File: src/rtl/subleq_datapath_pkg.sv
// rtl/subleq_datapath_pkg.sv - shared state codes for the SUBLEQ controller/datapath pair
package subleq_datapath_pkg;

    localparam int STATE_BITS = 3;

    typedef enum logic [STATE_BITS-1:0] {
        FETCH_A   = 3'd0,
        DEREF_A   = 3'd1,
        FETCH_B   = 3'd2,
        DEREF_B   = 3'd3,
        STORE_SUB = 3'd4,
        FETCH_C   = 3'd5,
        HALT      = 3'd6
    } state_e;

endpackage

File: src/rtl/subleq_alu.sv
// rtl/subleq_alu.sv - wrapped B - A with two's-complement less-or-equal-zero flag
module subleq_alu #(
    parameter int WIDTH = 8
) (
    input  logic [WIDTH-1:0] a,
    input  logic [WIDTH-1:0] b,
    output logic [WIDTH-1:0] diff,
    output logic             leq
);

    always_comb begin
        diff = b - a;
        leq  = (diff == '0) || diff[WIDTH-1];
    end

endmodule

File: src/rtl/subleq_datapath.sv
// rtl/subleq_datapath.sv - SUBLEQ execution datapath: PC, operand registers, memory port
import subleq_datapath_pkg::*;

module subleq_datapath #(
    parameter int               WIDTH       = 8,
    parameter logic [WIDTH-1:0] RESET_PC    = '0,
    parameter logic [WIDTH-1:0] HALT_TARGET = '1
) (
    input  logic                  clk,
    input  logic                  areset,
    input  logic [STATE_BITS-1:0] control_word,
    output logic                  halt,
    output logic [WIDTH-1:0]      mem_addr,
    input  logic [WIDTH-1:0]      mem_rdata,
    output logic [WIDTH-1:0]      mem_wdata,
    output logic                  mem_we,
    output logic [WIDTH-1:0]      pc,
    output logic                  halted
);

    state_e           state;
    logic [WIDTH-1:0] a_addr;
    logic [WIDTH-1:0] a_val;
    logic [WIDTH-1:0] b_addr;
    logic [WIDTH-1:0] b_val;
    logic             leq;
    logic [WIDTH-1:0] alu_diff;
    logic             alu_leq;
    logic [WIDTH-1:0] pc_p1;
    logic [WIDTH-1:0] pc_p2;
    logic [WIDTH-1:0] pc_p3;

    assign state = state_e'(control_word);
    assign pc_p1 = pc + WIDTH'(1);
    assign pc_p2 = pc + WIDTH'(2);
    assign pc_p3 = pc + WIDTH'(3);

    subleq_alu #(.WIDTH(WIDTH)) u_alu (
        .a    (a_val),
        .b    (b_val),
        .diff (alu_diff),
        .leq  (alu_leq)
    );

    assign mem_wdata = alu_diff;

    // Unknown codes fall into the default arm: address pc, no write, no halt.
    always_comb begin
        mem_addr = pc;
        mem_we   = 1'b0;
        halt     = 1'b0;
        case (state)
            FETCH_A:   mem_addr = pc;
            DEREF_A:   mem_addr = a_addr;
            FETCH_B:   mem_addr = pc_p1;
            DEREF_B:   mem_addr = b_addr;
            STORE_SUB: begin
                mem_addr = b_addr;
                mem_we   = ~areset;
            end
            FETCH_C: begin
                mem_addr = pc_p2;
                halt     = ~areset && leq && (mem_rdata == HALT_TARGET);
            end
            default:   mem_addr = pc;
        endcase
    end

    always_ff @(posedge clk or posedge areset) begin
        if (areset) begin
            pc     <= RESET_PC;
            a_addr <= '0;
            a_val  <= '0;
            b_addr <= '0;
            b_val  <= '0;
            leq    <= 1'b0;
            halted <= 1'b0;
        end else begin
            case (state)
                FETCH_A:   a_addr <= mem_rdata;
                DEREF_A:   a_val  <= mem_rdata;
                FETCH_B:   b_addr <= mem_rdata;
                DEREF_B:   b_val  <= mem_rdata;
                STORE_SUB: leq    <= alu_leq;
                FETCH_C: begin
                    // A halting branch leaves pc on the final instruction for debug.
                    if (!halt) begin
                        pc <= leq ? mem_rdata : pc_p3;
                    end
                end
                HALT:      halted <= 1'b1;
                default:   ;
            endcase
        end
    end

endmodule

File: config.mk
export PLATFORM = sky130hd
export DESIGN_NAME = subleq_datapath
export DESIGN_NICKNAME = d
export VERILOG_FILES = /design/src/rtl/subleq_datapath_pkg.sv /design/src/rtl/subleq_alu.sv /design/src/rtl/subleq_datapath.sv
export SDC_FILE = /design/constraint.sdc
export NUM_CORES = 1
export LEC_CHECK = 0
export CORE_MARGIN = 5
export CORE_UTILIZATION = 40
export CTS_CLUSTER_DIAMETER = 80
export DETAILED_ROUTE_END_ITERATION = 10
export HOLD_SLACK_MARGIN = 0.02
export SETUP_SLACK_MARGIN = 0.15
export SLEW_MARGIN = 20
export SYNTH_ARGS = -nofsm -noshare
export SYNTH_HDL_FRONTEND = slang
export SYNTH_SLANG_ARGS = --single-unit
File: constraint.sdc
create_clock -name clk -period 2.65 [get_ports clk]
set_input_delay 0.3975 -clock clk [delete_from_list [all_inputs] [get_ports clk]]
set_output_delay 0.3975 -clock clk [all_outputs]
set_load 0.01 [all_outputs]
# Word level (Yosys, flattened, before mapping)
# Cells that the tools add are included.
op_classes:
  add_sub_neg: 4
  reduce_logical: 7
  n_mux: 4
  eq_ne: 7
  bitwise: 2
ops:
  columns: ["op", "n"]
  rows:
  - ["8-bit one-hot mux with 4 select lines", 1]
  - ["8-bit by 2-bit adder with 8-bit output (second input constant)", 2]
  - ["3-bit equality test (second input constant)", 3]
  - ["8-bit by 1-bit adder with 8-bit output (second input constant)", 1]
  - ["8-bit equality test (second input constant)", 1]
  - ["8-bit logical NOT", 1]
  - ["8-bit 2-to-1 mux", 1]
  - ["8-bit subtractor", 1]
  - ["3-bit by 2-bit equality test with 1-bit output (second input constant)", 2]
  - ["3-bit by 1-bit equality test with 1-bit output (second input constant)", 1]
  - ["3-bit logical NOT", 1]
  - ["1-bit logical AND", 2]
  - ["1-bit 2-to-1 mux", 2]
  - ["1-bit inverter", 2]
  - ["2-bit AND reduction", 1]
  - ["2-bit OR reduction", 1]
  - ["1-bit logical OR", 1]
word_totals:
  regBits: 42
  in_bits: 13

# Longest topological paths before layout
logic_depth:
  depth_word: 6
  mapped_depth: 9
  depth_no_buf: 9

# By module
# Synthesis repeated with hierarchy kept, for this count alone.
hier_totals:
  hier_cells: 293
  area_unflattened_um2: 2790.2
modules_own_cells:
  columns: ["module", "cells_per_inst", "area_each_um2", "n_inst", "seq_area_each_um2"]
  rows:
  - ["subleq_datapath", 246, 2427.3, 1, 1051.0]
  - ["subleq_alu", 47, 362.8, 1, 0.0]

# Least setup slack after synthesis
# No wires, ideal clock.
synth_timing:
  kind: "reg2reg"
  from: "reg b_val[0]"
  to: "reg leq"
  arrival_ns: 2.187
  synth_period_minus_slack_ns: 2.279
  setup_slack_ns: 0.371
  n_path_buf: 0
  required_ns: 2.558
  path_stages_with_launch: 10
  cell_sequence: "dfrtp_1 > inv_1 > ha_1 > inv_1 > fa_1 > a211oi_2 > nor2_1 > xor2_1 > or4b_1 > o31ai_2"
synth_between:
  elab_chain_len: 3
synth_rtl:
  columns: ["item", "line_no", "text"]
  rows:
  - ["from (decl)", "subleq_datapath.sv:25", "logic [WIDTH-1:0] b_val;"]
  - ["from (signal assigned)", "subleq_datapath.sv:83", "DEREF_B: b_val <= mem_rdata;"]
  - ["8-bit subtractor", "subleq_alu.sv:12", "diff = b - a;"]
  - ["via mem_wdata[4]", "subleq_datapath.sv:15", "output logic [WIDTH-1:0] mem_wdata,"]
  - ["8-bit logical NOT", "subleq_alu.sv:13", "leq = (diff == '0) || diff[WIDTH-1];"]
  - ["1-bit logical OR", "subleq_alu.sv:13", null]
  - ["to (signal assigned)", "subleq_datapath.sv:84", "STORE_SUB: leq <= alu_leq;"]
  - ["to (decl)", "subleq_datapath.sv:26", "logic leq;"]
# The timed path passes the listed nets, and every way through them passes these cells.
# A chain may end at the register's enable or synchronous reset.

# Worst setup path in the final report
layout_timing:
  from: "reg b_val[0]"
  to: "out mem_wdata[6]"
layout_between:
  elab_chain_len: 1
layout_rtl:
  columns: ["item", "line_no"]
  rows:
  - ["8-bit subtractor", "subleq_alu.sv:12"]
  - ["to (decl)", "subleq_datapath.sv:15"]
# No other way between the ends.

==> out/results.txt <==
ys async rst share = 1.00
area occupied by multi-input gates = 1590 µm²
vias in the first global route = 2445
Min Hold Slack = 474 ps
metal3 WL = 321 µm
Hold Vio Cnt, Final = 0
PortBufs = 39
Max FO, Critical Path = 2
area grow syn2layout = 36.2%
Global Route Usage Sum = 0.190
worst reg-to-reg path cell count = 10
Vias = 2545
initial antenna violation count = 0
Syn Std Cell Area = 2700 µm²
period utilisation layout = 0.950
die width = 92.2 µm
Hold-fix buffers, CTS = 0
Max VDD drop = 0.420 mV
clock skew = 7.65 ps
Main synth FF type = dfrtp_1
Pre-antenna DRT Iters = 4
HPWL Detailed = 5980 µm
R2R setup slack = 210 ps
relative slew slack = 0.575
clk root buf = clkbuf_8
# IOs = 40
final net count = 413
DR iter-0 viols = 169
Post-Route M1 WL = 3850 µm
PD cells = 838 nW/µm²
share of layout cells above drive strength 1 = 0.275
RR Startpoint = b_val[0]$_DFFE_PP0N_
CTS tree = built
worst hold start = halted$_DFFE_PP0N_
post-layout util = 0.551
Die ar. = 8500 µm²
grt total ovfl = 0
Avg Vias per Cell = 5.43
Avg WL per Cell = 16.9 µm
FF/Latch Area = 1050 µm²
first-pass GRT wire length = 12800 µm
Core Footprint = 6680 µm²
Top Layer Used = met4
Startpoint Class = register
syn avg cell area = 8.89 µm²
Reg clk slew, reported paths = 90 ps
Fmax = 0.397 GHz
clock tree sinks = 42
Final WS setup = 134 ps
die height = 92.2 µm
max_cap viols = 0
Place WS = -217 ps
Initial Util = 0.405
Worst Path Class, Setup = reg -> out
largest net degree at the start of global routing = 29
# DRC = 0
max-slew violations = 0
LEAKAGE = 1.65 nW
post-synthesis sequential area ratio = 0.389
GP Congestion = 0.878
Cells after Synth = 304
routed wire length = 7930 µm
Seq cells post-synth = 42
worst slew pin tran = 637 ps
clock latency on the worst-skew pair = 300 ps
total power = 3.09 mW
clock buffer depth = 2
CTS Buf Count = 5
Final ANT Viol Nets = 0
Hold/Removal Path Class = reg -> reg
Min-Delay Endpoint = halted$_DFFE_PP0N_
RSZ-0062 raised after global routing = true
clock period minus worst slack = 2520 ps
routed length on met2 = 3660 µm
Worst EP required = 2250 ps
Reg-to-Reg End = leq$_DFFE_PP0N_
synth warn = 0
CTS H-tree depth = 2
syn_nets = 329
crit path capture type = output pin
row count = 30
Cell variety after synth = 49
fill count = 655
final setup violation count = 0
source of the critical timing path = b_val[0]$_DFFE_PP0N_
CP arrival = 2120 ps
status = complete, no violations
Post-synth EDFFs = 0
diode count = 0
worst hold stages = 1
==> worst max-delay path by stage <==
stage | to | slack (ps) | cells after the start
2_1_floorplan | leq$_DFFE_PP0N_ | 370 | 9
6_report | mem_wdata[6] | 130 | 9
5_1_grt | mem_wdata[6] | 40 | 9
3_3_place_gp | mem_addr[4] | -160 | 8
4_1_cts | mem_wdata[6] | 140 | 9
3_5_place_dp | mem_addr[4] | -220 | 8
==> registers in the layout, summed over array words and instances (netlist names) <==
register,count
leq,1
a_val,8
b_addr,8
b_val,8
a_addr,8
halted,1
pc,8
==> report_power, final <==
| group | switching (mW) | internal, mW | total [mW] |
|---|---|---|---|
| registers | 0.172 | 0.793 | 0.965 |
| clock network | 0.242 | 0.281 | 0.523 |
| logic | 0.817 | 0.782 | 1.60 |
==> cell families after synthesis <==
kind of cell / Yosys count / share of synthesized area
and+or+nand+nor: 105 / 0.180
AOI/OAI and AO/OA: 81 / 0.200
DFF: 42 / 0.389
buffers and inverters: 32 / 0.0490
muxes: 23 / 0.0944
adders and majority gates: 12 / 0.0583
xor gates and xnor gates: 9 / 0.0292
==> placed cells by master, fill, tap and decap left out, types with 2 or more instances in the layout <==
cell	netlist	routed
nand3_1	8	7
clkinvlp_4	0	2
xnor2_1	6	6
dfrtp_1	42	42
buf_4	2	44
clkbuf_2	0	2
nand4_1	2	2
o211ai_1	7	7
a31oi_1	5	5
inv_1	19	16
nor2_1	23	21
clkbuf_8	0	5
buf_2	4	6
a22o_1	6	6
a21oi_1	14	14
mux2_2	20	19
clkdlybuf4s50_1	0	21
a221oi_1	4	3
o21ai_0	24	22
nand2b_1	4	4
nor3_1	5	5
o21a_1	3	3
dlymetal6s2s_1	0	2
nor2b_1	6	4
o221ai_1	4	4
buf_6	0	4
dlygate4sd2_1	0	9
mux2i_1	3	3
inv_2	0	3
xor2_1	3	3
ha_1	11	10
nand2_1	47	46
a21o_1	3	3
nor2_2	1	3
==> layer usage <==
metal,global-route usage,vias to the layer above
met4,0.0545,0
met5,0,-
met1,0.268,1229
li1,-,1249
met3,0.0312,7
met2,0.299,60
==> cell usage after synthesis (2+ instances only) <==
cell      instances  area [µm²]
nand2_1          47         176
dfrtp_1          42        1050
o21ai_0          24         120
nor2_1           23        86.3
mux2_2           20         225
inv_1            19        71.3
a21oi_1          14        70.1
ha_1             11         138
nand3_1           8        40.0
o211ai_1          7        52.6
a22o_1            6        52.6
clkbuf_1          6        22.5
nor2b_1           6        37.5
xnor2_1           6        52.6
a31oi_1           5        31.3
nor3_1            5        25.0
a221oi_1          4        35.0
buf_2             4        20.0
nand2b_1          4        25.0
o221ai_1          4        35.0
a21o_1            3        22.5
mux2i_1           3        30.0
o21a_1            3        22.5
xor2_1            3        26.3
buf_4             2        15.0
nand4_1           2        12.5
==> final cells by class <==
cell class | instances | share of cell area
clock buffers | 5 | 0.0187
clock inverters | 3 | 0.0122
inverters | 19 | 0.0194
multi-input cells | 230 | 0.431
flip-flops and latches | 42 | 0.285
well taps | 80 | 0.0272
repair buffers | 90 | 0.207
==> repair_timing <==
action                     CTS  global route
pin swaps                    6             7
resized for setup           48            14
buffers inserted             1             3
cloned                       0             2
setup endpoints to repair   16            13
==> critical path: stages (launching register included) <==
cell      delay (ps)
dfrtp_1          400
inv_2             70
ha_4             130
inv_2             40
fa_2             350
a211oi_2         260
o21bai_1          90
a21oi_1          170
xnor2_1          150
buf_2            160
==> metrics by stage <==
stage | std cells | setup TNS (ps) | area, µm²
finish | 469 | 0 | 3680
global route | 469 | 0 | 3680
CTS | 464 | 0 | 3630
floorplan | 304 | 0 | 2700
global placement | 455 | -791 | 3480
detailed placement | 455 | -898 | 3480
No activity file was read; power rests on OpenSTA's default activity.
